## config.mk

```make
export PLATFORM = sky130hd
export DESIGN_NAME = gray_step_counter
export DESIGN_NICKNAME = d
export VERILOG_FILES = /design/src/rtl/gray_counter_pkg.sv /design/src/rtl/gray_step_counter_btn_debounce.sv /design/src/rtl/gray_step_counter.sv
export SDC_FILE = /design/constraint.sdc
export NUM_CORES = 1
export LEC_CHECK = 0
export BUFFER_PORTS_ARGS = -buffer_cell sky130_fd_sc_hd__buf_2
export CORE_ASPECT_RATIO = 1.75
export CORE_MARGIN = 3
export CORE_UTILIZATION = 59
export DETAILED_ROUTE_END_ITERATION = 6
export PLACE_DENSITY = 0.81
export RECOVER_POWER = 50
export SKIP_LAST_GASP = 1
export SLEW_MARGIN = 20
export SYNTH_ARGS = -nofsm -noshare
export SYNTH_HDL_FRONTEND = slang
export SYNTH_SLANG_ARGS = --single-unit
```

## constraint.sdc

```tcl
create_clock -name CLK -period 2.3 [get_ports CLK]
set_clock_uncertainty 0.2 [all_clocks]
set_input_delay 0.46 -clock CLK [delete_from_list [all_inputs] [get_ports CLK]]
set_output_delay 0.46 -clock CLK [all_outputs]
set_load 0.01 [all_outputs]
```

## src/rtl/gray_counter_pkg.sv

```systemverilog
// gray_counter_pkg: shared state type, Gray helper and default prescale for gray_step_counter
package gray_counter_pkg;
  typedef enum logic {PAUSE, RUN} state_t;
  localparam int DEFAULT_DIV_COUNT = 50_000_000;
  localparam int GRAY_MAX_W = 32;
  function automatic logic [GRAY_MAX_W-1:0] bin2gray(input logic [GRAY_MAX_W-1:0] b);
    return b ^ (b >> 1);
  endfunction
endpackage

```

## src/rtl/gray_step_counter_btn_debounce.sv

```systemverilog
// btn_debounce: 2-FF synchroniser, stability filter when GRAY_CNT_DEBOUNCE_EN is defined, rising-edge pulse
module btn_debounce #(
  parameter int DEBOUNCE_CYCLES = 1_000_000
) (
  input  logic clk,
  input  logic rst,
  input  logic btn_i,
  output logic rise_o
);
  logic s1_q, s2_q, edge_q, lvl;
`ifdef GRAY_CNT_DEBOUNCE_EN
  localparam int CW = $clog2(DEBOUNCE_CYCLES + 1);
  logic [CW-1:0] cnt_q, cnt_d;
  logic flt_q, flt_d;
  // any sample that matches the filtered level restarts the stability count
  always_comb begin
    cnt_d = '0;
    flt_d = flt_q;
    if (s2_q != flt_q) begin
      if (cnt_q == CW'(DEBOUNCE_CYCLES - 1)) flt_d = s2_q;
      else cnt_d = cnt_q + 1'b1;
    end
  end
  always_ff @(posedge clk) begin
    if (rst) begin
      cnt_q <= '0;
      flt_q <= 1'b0;
    end else begin
      cnt_q <= cnt_d;
      flt_q <= flt_d;
    end
  end
  assign lvl = flt_q;
`else
  assign lvl = s2_q | (DEBOUNCE_CYCLES < 0);
`endif
  always_ff @(posedge clk) begin
    if (rst) {s1_q, s2_q, edge_q} <= '0;
    else {s1_q, s2_q, edge_q} <= {btn_i, s1_q, lvl};
  end
  assign rise_o = lvl & ~edge_q;
endmodule

```

## src/rtl/gray_step_counter.sv

```systemverilog
// gray_step_counter: run/pause Gray counter with prescaler and up/down; GRAY_CNT_DEBOUNCE_EN adds a button filter
module gray_step_counter
  import gray_counter_pkg::*;
#(
  parameter int WIDTH           = 3,
  parameter int DIV_COUNT       = DEFAULT_DIV_COUNT,
  parameter int DEBOUNCE_CYCLES = 1_000_000
) (
  input  logic             CLK,
  input  logic             RST,
  input  logic             START_STOP,
  input  logic             DIR_UP,
  input  logic             CLEAR,
  output logic [WIDTH-1:0] GRAY_OUT,
  output logic [WIDTH-1:0] BIN_OUT,
  output logic             STEP,
  output logic             RUNNING
);
  localparam int PW = $clog2(DIV_COUNT);
  state_t state_q, state_d;
  logic [PW-1:0] presc_q, presc_d;
  logic [WIDTH-1:0] bin_q, bin_d, gray_q, gray_d;
  logic step_q, step_d, toggle, tc;
  btn_debounce #(.DEBOUNCE_CYCLES(DEBOUNCE_CYCLES)) u_btn (
    .clk(CLK), .rst(RST), .btn_i(START_STOP), .rise_o(toggle)
  );
  // a toggle coinciding with terminal count only happens in RUN, so it drops that step
  always_comb begin
    state_d = toggle ? (state_q == RUN ? PAUSE : RUN) : state_q;
    tc = state_q == RUN && presc_q == PW'(DIV_COUNT - 1);
    step_d = tc && !toggle && !CLEAR;
    presc_d = (CLEAR || tc || (state_q == PAUSE && toggle)) ? '0
            : state_q == RUN ? presc_q + 1'b1 : presc_q;
    bin_d = CLEAR ? '0 : step_d ? (DIR_UP ? bin_q + 1'b1 : bin_q - 1'b1) : bin_q;
    gray_d = WIDTH'(bin2gray(GRAY_MAX_W'(bin_d)));
  end
  always_ff @(posedge CLK) begin
    if (RST) begin
      state_q <= PAUSE;
      presc_q <= '0;
      bin_q <= '0;
      gray_q <= '0;
      step_q <= 1'b0;
    end else begin
      state_q <= state_d;
      presc_q <= presc_d;
      bin_q <= bin_d;
      gray_q <= gray_d;
      step_q <= step_d;
    end
  end
  assign GRAY_OUT = gray_q;
  assign BIN_OUT = bin_q;
  assign STEP = step_q;
  assign RUNNING = state_q == RUN;
endmodule

```

== Word-level counts from Yosys, hierarchy flattened ==
Index checks and enable logic that the tools add are counted.
Storage, ports and cells
  flip-flop bits (word level): 37
  latch bits: 0
  RAM bits: 0
  bits in read-only memories: 0
  input bits: 5
  output and inout bits: 8
  word-level logic and storage cells: 29
  memories kept: 0
Cells by class
  add/subtract/negate cells: 3
  multiply operators: 0
  div/mod/pow operators: 0
  order comparisons: 0
  eq/ne operators: 1
  shift operators: 0
  mux-type cells: 4
  bitwise operators: 4
  reduce and logical (&&, ||, !) cells: 9
Operator list (count)
  adder 26 x 1 -> 26 bit, second input constant: 1
  == test 26 bit, second input constant: 1
  2-to-1 mux 3 bit: 3
  logical AND 1 bit: 4
  adder 3 x 1 -> 3 bit, second input constant: 1
  subtractor 3 x 1 -> 3 bit, second input constant: 1
  XOR 3 x 2 -> 3 bit: 1
  zero test 1 bit: 2
  logical OR 1 bit: 2
  inverter 1 bit: 2
  OR reduction 2 bit: 1
  AND 1 bit: 1
  2-to-1 mux 1 bit: 1

== Depth between registers and ports, before layout ==
Gate-level depths: netlist of the first run.
  word-level depth: 8
  mapped depth: 7
  depth with buffers taken out: 6

== By module ==
Synthesis of the first run repeated with hierarchy kept, for this count alone.
Unflattened totals
  cells, all modules: 183
  area total of the unflattened synthesis: 1649.1 µm²
By module, submodules not included
  gray_step_counter: instances 1, cells an instance 176, area an instance 1561.5 µm², sequential area each 660.6 µm²
  btn_debounce: instances 1, cells an instance 7, area an instance 87.6 µm², sequential area each 60.1 µm²

== Worst setup path after synthesis of the first run ==
Ideal clock, no wire load.
  kind: input to register
  start point: input DIR_UP
  end point: register gray_q[1] (netlist: GRAY_OUT[1])
  setup time: 0.130 ns
  arrival: 1.761 ns
  data required time: 1.970 ns
  setup slack: 0.209 ns
  cell stages on the path: 6
  buffers on the path: 0
  cells stage by stage: inv_1 fa_1 xor3_1 and3_1 nand4_1 o311ai_1
Between the ends
  word-level cells in the longest chain between the ends: 4
Ends and longest elaborated chain
  from (decl): line gray_step_counter.sv:12  | input logic DIR_UP,
  2-to-1 mux 3 bit (3 in a row): line gray_step_counter.sv:34  | bin_d = CLEAR ? '0 : step_d ? (DIR_UP ? bin_q + 1'b1 : bin_q - 1'b1) : bin_q;
  XOR 3 x 2 -> 3 bit: line gray_counter_pkg.sv:7  | return b ^ (b >> 1);
  to (signal assigned): line gray_step_counter.sv:48  | gray_q <= gray_d;
  to (decl): line gray_step_counter.sv:22  | logic [WIDTH-1:0] bin_q, bin_d, gray_q, gray_d;
Every way passes these cells.
A chain may end at the register's enable or synchronous reset.

== Worst setup path after layout of the first run ==
  start point: register presc_q[0]
  end point: register presc_q[24]
Between the ends
  word-level cells in the longest chain between the ends: 5
  elaborated cells between the ends (all ways): 6
  those cells by class: add/sub (1); eq/ne (1); reduce/logical (4)
Ends and longest elaborated chain
  from (decl): line gray_step_counter.sv:21  | logic [PW-1:0] presc_q, presc_d;
  from (signal assigned): line gray_step_counter.sv:46  | presc_q <= presc_d;
  branches (longest 5 deep; another with adder 26 x 1 -> 26 bit)
Parallel ways; which one is timed is not known.

==> run summary, run 1 <==
The flow ran to the end, and the final reports show no timing, DRC or antenna violations. The total core area came out at 2820 um2. The initial core utilization came out at 0.637. The number of clock buffers added by TritonCTS is 5.

The number of flip-flops and latches in the synthesized netlist came out at 36. The worst IR drop on VDD came out at 655 uV. The switching power came out at 253 uW.

The first-pass GRT wire length is 5890 um. The placer's final routability congestion estimate is 0.788. The I/O pin count came out at 13. The switching fraction of total power is 0.207. The number of hold buffers added after CTS is 0. The minimum clock period after layout came out at 2170 ps. The number of max-slew violations in the final report came to 0. The repair_antennas step left the layout with diodes totalling 0. The startpoint identified for the worst hold timing path is START_STOP. The post-cts gate resize count came out at 0.

The tree is rooted in a clkbuf_8. The area of the mapped netlist is 1790 um2. The transition time at the pin with the least slew margin is 524 ps. Input and output buffers added on the ports amount to 12. The buffer depth of the longest clock path is 2. The highest fanout seen on the critical path came out at 6.

The share of total power dissipated in combinational logic is 0.035. STA puts the critical path data required time at 2330 ps. The estimated wirelength of the detail-placed design is 2630 um. The post-synthesis cell count is 196. The clock latency on the worst-skew pair is 290 ps. The sequential cell fraction of total power came out at 0.516. The worst hold margin came out at 184 ps. The vertical extent of the die is 78.9 um. The internal power is 967 uW. In this run the worst hold path is classified as primary input to flip-flop. TritonCTS built the clock tree. The number of hold violations in the final report is 0. The number of clock sinks came out at 36. After detailed routing, the total wire length is 3590 um. The number of flops mapped to enable cells by yosys is 0.

For this run, the leading register cell type out of synthesis is dfxtp_1. The share of total power dissipated in the clock network is 0.449. The ratio of total power to cell area is 634 nW/um2.

At the end of the flow the core is filled with cells to 0.684. The first detailed-routing pass ran for 4 iterations. Traced cell by cell, the critical path runs through ha_1 -> and4_2 -> nand4_1 -> or4_4 -> a21oi_2.

The detailed router finished its first iteration with 28 violations. For this run, asynchronously set or reset flops after synthesis account for 0. The number of DRC violations after detailed routing came out at 0.

The highest clock rate is 460 MHz. The final worst-path cycle share is 0.944. The clock transition at the register clock pins on the worst setup and hold paths after CTS is 70 ps.

In the final layout, the share of cells above drive strength 1 is 0.105. The pin count of the biggest net entering global routing came out at 27. Along the worst hold path, the cell count comes to 2. The final routed wire length divided by cell count came out at 15.1 um. Setup repair after global routing left no endpoint under its margin. The share of the Yosys chip area taken by registers is 0.402. The count of yosys warnings during synthesis is 0. Row generation in the floorplan step produced 25 rows. The number of max-cap violations is 0.

The combined global-route utilization of all metal layers is 0.216. The worst setup path is launched from a flip-flop. The die outline area came out at 3760 um2. The via count of the first global-routing pass is 1372. The number of nets in the final layout came out at 216. The number of cells on the worst reg-to-reg path is 5.

In this run the worst setup path begins at presc_q[0]$_SDFFE_PP0P_. For this run, the slowest stage of the critical path takes 580 ps. The worst max-slew margin expressed relative to the limit is 0.650. The residual overflow from global routing came out at 0. Data on the critical path arrives at its endpoint at 2210 ps. STA classifies the critical path endpoint as a flip-flop.

The post-synthesis area per instance came out at 9.15 um2. The deepest level of the CTS H-tree is 2. The count of final setup violators came out at 0. Yosys mapped the design onto 41 distinct sky130hd cell types. The area growth from synthesis to final layout came out at 7.33%.

The initial antenna violation count is 0. The launch point of the worst reg-to-reg path is presc_q[0]$_SDFFE_PP0P_. The die is 47.7 um wide.

The via density per instance is 6.26. The slowest stage of the critical path is the or4_4 cell. The antenna violation net count after detailed routing came out at 0.

When the netlist entered floorplanning its net count stood at 203. In this run the static leakage power is 0.644 nW. The post-CTS setup repair buffer count came out at 0. The number of vias in the routed layout came out at 1484. The setup TNS came out at 0 ps. The critical path class is flip-flop to flip-flop.
-- sequential cells by signal, indices dropped and copies added (netlist names) --
signal        flops
STEP              1
presc_q          26
u_btn.edge_q      1
RUNNING           1
BIN_OUT           3
GRAY_OUT          2
u_btn.lvl         1
u_btn.s1_q        1
-- cell usage after synthesis (all sizes together) (2+ instances only) --
master	number	area share
or4	5	0.023
buf	10	0.044
and4	5	0.025
o21ai	7	0.020
dfxtp	36	0.40
and3	5	0.018
xnor2	7	0.034
nand2	9	0.019
xor2	8	0.039
nor3	2	0.0056
nand4	14	0.069
nor2	18	0.038
nor2b	4	0.014
inv	6	0.013
mux2i	2	0.011
o31ai	7	0.029
nand3	13	0.036
a21oi	14	0.041
or3	10	0.035
a32o	2	0.011
-- power groups by stage --
stage               Clock, mW  Combinational (mW)  Sequential [mW]
global route            0.580              0.0471            0.629
global placement            0              0.0441            0.643
detailed placement          0              0.0449            0.643
CTS                     0.553              0.0450            0.629
finish                  0.547              0.0430            0.629
floorplan                   0              0.0313            0.643
-- metrics by stage --
| stage | total power, mW | cells | setup WS [ps] | cell area [um2] |
|---|---|---|---|---|
| floorplan | 0.675 | 196 | 209 | 1790 |
| global placement | 0.687 | 229 | 98.6 | 1850 |
| detailed placement | 0.688 | 229 | 70.7 | 1850 |
| CTS | 1.23 | 237 | 118 | 1960 |
| global route | 1.26 | 237 | 58.5 | 1920 |
| finish | 1.22 | 237 | 128 | 1920 |
-- layout by cell type, fill, tap and decap left out, types with 7 or more instances in the layout --
cell type  netlist  final
a21oi_1         13     13
nand4_1         11     12
or3_1           10     10
o31ai_1          7      7
dfxtp_1         36     36
o21ai_0          7      7
clkbuf_1         0     10
nand3_1         13     13
xnor2_1          7      7
xor2_1           8      8
nor2_1          18     18
nand2_1          9      9
-- per-layer routing --
layer / global-route usage / part of all wire
met5: 0 / 0
met4: 0.124 / 0.030
met3: 0.0476 / 0.036
met2: 0.366 / 0.53
met1: 0.228 / 0.40
-- logic make-up (layout without fill, tap and decap cells) --
group | after synthesis | after routing | share of synthesized area
fa+ha+maj | 2 | 2 | 0.0181
compound gates | 33 | 33 | 0.119
buf+inv | 16 | 30 | 0.0565
flops | 36 | 36 | 0.402
mux | 2 | 2 | 0.0112
xor+xnor | 16 | 16 | 0.0865
simple gates | 91 | 91 | 0.307
-- final cells by class --
type                    count  area (um2)
multi-input cells         144         951
fillers                   232         891
flip-flops and latches     36         721
repair buffers             16        88.8
clock buffers               6        72.6
clock inverters             2        35.0
well taps                  27        33.8
inverters                   6        22.5
-- critical path, delay by kind of cell (launching register included) --
kind	cells	cell delay [ps]
AOI/OAI and AO/OA	1	140
adders and majority gates	1	220
DFF	1	380
and+or+nand+nor	3	1170
-- path summary, 6_finish.rpt --
kind | to | slack [ps]
hold / removal | u_btn.s1_q$_SDFF_PP0_ | 180
hold reg to reg | u_btn.lvl$_SDFF_PP0_ | 250
setup / recovery | presc_q[24]$_SDFFE_PP0P_ | 130
setup reg to reg | presc_q[24]$_SDFFE_PP0P_ | 130
Note: power is estimated with default switching activity, not from simulation.
==> run 2, diff against run 1 <==
Settings changed: PLACE_DENSITY 0.81 to 0.86.
==> run 2 against run 1 <==
  * Flip-flop and latch count is the same
  * Power shrank 0.91%
  * Sequential share of layout area shrank 0.58 points
  * Register-to-register slack gained 130 ps
  * Critical endpoint is now presc_q[22]$_SDFFE_PP0P_
==> run summary, run 2 (synthesis gave the netlist of run 1 again) <==
The die outline area is 3760 um2. The total core area came out at 2820 um2. The number of gates resized after CTS was 0. STA classifies the critical path startpoint as a flip-flop. The length of the first detailed-routing pass in iterations came out at 4. The worst setup path is captured at a flip-flop. Dividing the final minimum period by the clock period gives 0.888.

During placement, the flow inserted port buffers numbering 12. The root buffer cell chosen for the clock tree is clkbuf_8. The floorplan has 25 rows. The via density per instance is 6.47. The met2 usage is 0.409. Data arrives at the worst endpoint at 2060 ps. presc_q holds more flip-flops than any other register. The I/O pin count is 13. For the worst setup path, the data required time is 2320 ps. The share of layout cells above drive strength 1 came out at 0.118. The die boundary width is 47.7 um. The via count of the first global-routing pass is 1497. In this run the most used layer during global routing was met2. The number of hold violations in the final report came out at 0.

The met1 global-route usage is 0.222. The met3 global-route usage is 0.0431. The static leakage power is 0.676 nW. The estimated wirelength of the detail-placed design is 2780 um. The transition time at the pin with the least slew margin came out at 483 ps. The worst setup path is of the flip-flop to flip-flop kind.

The TritonCTS clock tree is done. The count of filler cells inserted in the layout is 234. The initial utilization of the core area, before any placement, comes to 0.637. The worst hold margin came out at 184 ps.

The number of max-slew violations in the final report is 0. The residual overflow from global routing is 0. The run finished with clean final reports. Detailed routing inserted a total of 1546 vias. Once the clock tree was built, the setup fixing pass inserted 0 buffers. In this run the worst setup path begins at presc_q[0]$_SDFFE_PP0P_. The initial antenna violation count came out at 0. The clock latency on the worst-skew pair is 290 ps.

The sum of routed wire length over all layers came out at 3710 um. The first-pass GRT wire length came out at 6320 um. The placer's final routability congestion estimate came out at 0.750.

The number of DRC violations after detailed routing is 0. The minimum clock period after layout came out at 2040 ps. The count of final setup violators came out at 0. The startpoint identified for the worst register-to-register timing path is presc_q[0]$_SDFFE_PP0P_. After the first detailed-routing iteration, the DRC count stood at 41. Hold repair after CTS inserted 0 buffers. The ratio of total power to cell area is 618 nW/um2. The worst min-delay path category is primary input to flip-flop. The area growth from synthesis to final layout is 9.00%. Entering global routing, the biggest net connects 27 pins.

Setup repair after global routing left no endpoint under its margin. The antenna violation net count after detailed routing is 0. The highest clock rate is 490 MHz. The number of CTS-inserted buffers came out at 5. The worst max-slew margin expressed relative to the limit is 0.677. The number of antenna diodes in the final layout is 0. The combined global-route utilization of all metal layers is 0.230. The top cell types in the final layout, fill and taps aside, are 36 x dfxtp_1, 18 x nor2_1, 13 x a21oi_1, 13 x nand3_1, 11 x nand4_1.

The vertical extent of the die came out at 78.9 um. The setup TNS came out at 0 ps. The register with the most flip-flops in the layout has 26 of them.

In the final design database the tool counted 218 nets. The number of max-cap violations came out at 0. In this run the most critical hold path is launched from START_STOP. The highest fanout seen on the critical path came out at 10. The buffer depth of the longest clock path is 2.

The worst IR drop on VDD is 711 uV. The clock transition at the register clock pins on the worst setup and hold paths after CTS came out at 70 ps. The deepest level of the CTS H-tree is 2.

The clock net in this run drives a total of 36 sinks. The library cell used most frequently in the layout, excluding fill and tap cells, is dfxtp_1. The final routed wire length divided by cell count came out at 15.5 um.
## run 2: final timing paths
path                                                  to  slack (ps)  cells past startpoint
worst min register to register      u_btn.lvl$_SDFF_PP0_         250                      1
worst max-delay path            presc_q[22]$_SDFFE_PP0P_         260                      5
worst min-delay path               u_btn.s1_q$_SDFF_PP0_         180                      2
worst max register to register  presc_q[22]$_SDFFE_PP0P_         260                      5
## run 2: layer usage
| layer | part of all wire | wire length, um | up-vias |
|---|---|---|---|
| li1 | - | - | 746 |
| met1 | 0.37 | 1360 | 739 |
| met2 | 0.55 | 2060 | 45 |
| met3 | 0.039 | 143 | 16 |
| met4 | 0.040 | 148 | 0 |
| met5 | 0 | 0 | - |
## run 2: per-stage QoR
step	power, mW	cell area (um2)	instances	utilization	setup WS [ps]
after CTS	1.22	1970	239	0.701	244
after floorplan	0.675	1790	196	-	209
final	1.21	1950	239	0.694	258
after global placement	0.687	1870	231	0.663	107
after global routing	1.25	1950	239	0.694	162
after detailed placement	0.688	1870	231	0.663	56.7
## run 2: worst max-delay path, cell delays in order (launching register included)
cell	delay (ps)
dfxtp_1	370
ha_1	200
and4_1	340
nand4_4	180
or4_1	510
a21oi_1	170
## run 2: area by class of cell
class / count / area, um2 / share of cell area
inverter: 6 / 22.5 / 0.0115
clock inverter: 2 / 35.0 / 0.0179
timing repair buffer: 18 / 105 / 0.0538
tap: 27 / 33.8 / 0.0173
clock buffer: 6 / 72.6 / 0.0371
multi-input combinational: 144 / 965 / 0.494
sequential: 36 / 721 / 0.369
## run 2: report_power, final
group          internal [mW]  switching, mW  total [mW]
clock                  0.321          0.214       0.536
sequential             0.627        0.00265       0.630
combinational         0.0187         0.0244      0.0431
==> run 3, diff against run 2 <==
Settings changed: CELL_PAD_IN_SITES_DETAIL_PLACEMENT from default to 1, CELL_PAD_IN_SITES_GLOBAL_PLACEMENT from default to 2, CORE_UTILIZATION 59 to 37, PLACE_DENSITY 0.86 to default, PLACE_DENSITY_LB_ADDON from default to 0.1.
==> run 3 against run 2 <==
  * Hold slack got worse by 4.9 ps
  * Global-route usage decreased by 5.7 points
  * Combinational power decreased by 1%
  * First-iteration DRC count unchanged
  * Power decreased by 6.2%
  * Wire length increased by 19%
  * Critical endpoint unchanged
  * Highest routed layer unchanged
==> run summary, run 3 (synthesis gave the netlist of run 1 again) <==
The flow ran to the end, and the final reports show no timing, DRC or antenna violations. Across the run, the number of max-cap violations was 0. The register with the most flip-flops in the final layout is presc_q. IR analysis of the VDD net gives a maximum drop of 476 uV. Among all stages on the critical path, the largest delay is contributed by or4_1. The pin count of the biggest net entering global routing came out at 27. STA classifies the critical path endpoint as a flip-flop. The clock latency on the worst-skew pair is 280 ps.

Summing all non-filler instances in the final layout gives an area of 1980 um2. Of the available clock period, the critical path in the final layout requires 0.926. The logic gate share of total power is 0.037.

The sequential cell fraction of total power is 0.557. The worst hold path belongs to the class primary input to flip-flop. The number of gates resized after CTS was 0. The share of layout cells above drive strength 1 came out at 0.112.

The register with the most flip-flops in the layout has 26 of them. The total of buffers placed on input and output ports is 12. The number of nets in the final layout is 220. The clock power share is 0.406. For this design the ratio of total power to cell area is 573 nW/um2. Post-CTS timing repair inserted 0 buffers for setup.

The switching fraction of total power is 0.215. The total instance count after detailed placement is 257. The required time of the critical path came out at 2320 ps.

The number of max-slew violations in the final report was 0. The first-pass GRT wire length is 7730 um. The via density per instance came out at 5.84. The length of the first detailed-routing pass in iterations came out at 4. The combined global-route utilization of all metal layers came out at 0.173. The static leakage power came out at 0.667 nW. The minimum clock period after layout is 2130 ps.

The number of clock sinks is 36. TritonCTS built the clock tree. The final antenna diode count is 0. The initial core utilization came out at 0.396. The clock passes through at most 2 buffers. The number of standard cells in the final layout excluding fillers is 265. Setup repair after global routing left no endpoint under its margin. CTS placed an instance of clkbuf_8 at the clock tree root.

The die boundary width came out at 58.6 um. Once placement finished, the instance area stood at 1910 um2. The initial antenna violation count is 0. In the layout the commonest cells are 36 x dfxtp_1, 18 x nor2_1, 13 x a21oi_1, 13 x nand3_1, 12 x clkbuf_1. The starting DRC count in detailed routing came out at 41. The number of DRC violations after detailed routing is 0. The arrival time at the worst endpoint is 2150 ps. The standard-cell row count came out at 32. The total core area is 4520 um2. The final routed wire length divided by cell count came out at 16.7 um.

The worst setup slack before clock tree synthesis came out at 34.3 ps. The estimated wirelength of the detail-placed design came out at 3310 um. The I/O pin count is 13. In this run the number of H-tree levels came out at 2.

The highest clock rate came out at 470 MHz. The number of hold buffers added after CTS came out at 0. The placer's final routability congestion estimate is 0.805.

The transition time at the pin with the least slew margin came out at 473 ps. The number of hold violations in the final report came out at 0. The sum of routed wire length over all layers came out at 4410 um. The switching power is 244 uW. Counting the fill cells in the layout gives 543. STA classifies the critical path startpoint as a flip-flop.

The detailed router placed 1547 vias in this run. The worst path setup slack after routing came out at 170 ps. The count of final setup violators came out at 0.

The largest stage delay on the critical path came out at 540 ps. The number of CTS-inserted buffers is 5. The vertical extent of the die is 98.1 um.

The die outline area came out at 5750 um2. The most common cell after layout, fill and taps aside is dfxtp_1. The critical path class is flip-flop to flip-flop. The residual overflow from global routing is 0.

The critical path goes through ha_1 -> and4_1 -> nand4_4 -> or4_1 -> a21oi_1. The setup TNS is 0 ps. The antenna violation net count after detailed routing is 0. The area growth from synthesis to final layout came out at 10.3%. The worst max-slew margin expressed relative to the limit came out at 0.683. The worst register-to-register path has a setup slack of 170 ps. The clock transition at the register clock pins on the worst setup and hold paths after CTS is 70 ps. The highest fanout seen on the critical path is 10. The utilization after layout came out at 0.437.

The internal power came out at 889 uW. The via count of the first global-routing pass came to 1635.
-- run 3: cell types whose count changed in the layout (fill, tap and decap cells not counted) --
cell       previous run  this run
clkbuf_1              9        12
clkbuf_8              5         6
bufinv_16             1         0
buf_2                 5         4
clkinv_2              1         0
buf_4                 4         5
-- run 3: routing by layer --
| layer | up-vias | global-route usage | wire (um) |
|---|---|---|---|
| li1 | 747 | - | - |
| met1 | 775 | 0.182 | 1720 |
| met2 | 16 | 0.321 | 2450 |
| met3 | 9 | 0.0317 | 109 |
| met4 | 0 | 0.0698 | 132 |
| met5 | - | 0 | 0 |
-- run 3: cell type report --
| class | instances | area [um2] | share of cell area |
|---|---|---|---|
| sequential | 36 | 721 | 0.365 |
| inverter | 6 | 22.5 | 0.0114 |
| tap | 51 | 63.8 | 0.0323 |
| multi-input combinational | 144 | 965 | 0.488 |
| timing repair buffer | 20 | 115 | 0.0582 |
| clock buffer | 8 | 90.1 | 0.0456 |
-- run 3: path summary, 6_finish.rpt --
path	start	endpoint	cells after the start
setup reg to reg	presc_q[0]$_SDFFE_PP0P_	presc_q[22]$_SDFFE_PP0P_	5
hold reg to reg	u_btn.s1_q$_SDFF_PP0_	u_btn.lvl$_SDFF_PP0_	1
setup / recovery	presc_q[0]$_SDFFE_PP0P_	presc_q[22]$_SDFFE_PP0P_	5
hold / removal	START_STOP	u_btn.s1_q$_SDFF_PP0_	2
-- run 3: power by group through the flow --
| stage | logic (mW) | registers (mW) | clock network, mW |
|---|---|---|---|
| 5_1_grt | 0.0471 | 0.631 | 0.504 |
| 3_3_place_gp | 0.0440 | 0.645 | 0 |
| 6_report | 0.0425 | 0.631 | 0.459 |
| 3_5_place_dp | 0.0454 | 0.645 | 0 |
| 4_1_cts | 0.0456 | 0.631 | 0.478 |
| 2_1_floorplan | 0.0313 | 0.643 | 0 |
-- run 3: worst max-delay path, delay by kind of cell, from the launching register on --
kind            cells  cell delay, ps
flops               1             370
compound gates      1             150
fa+ha+maj           1             220
simple gates        3            1130
-- run 3: per-stage QoR --
stage	power [mW]	hold slack (ps)
3_3_place_gp	0.689	233
5_1_grt	1.18	185
6_report	1.13	180
3_5_place_dp	0.691	230
2_1_floorplan	0.675	214
4_1_cts	1.15	176
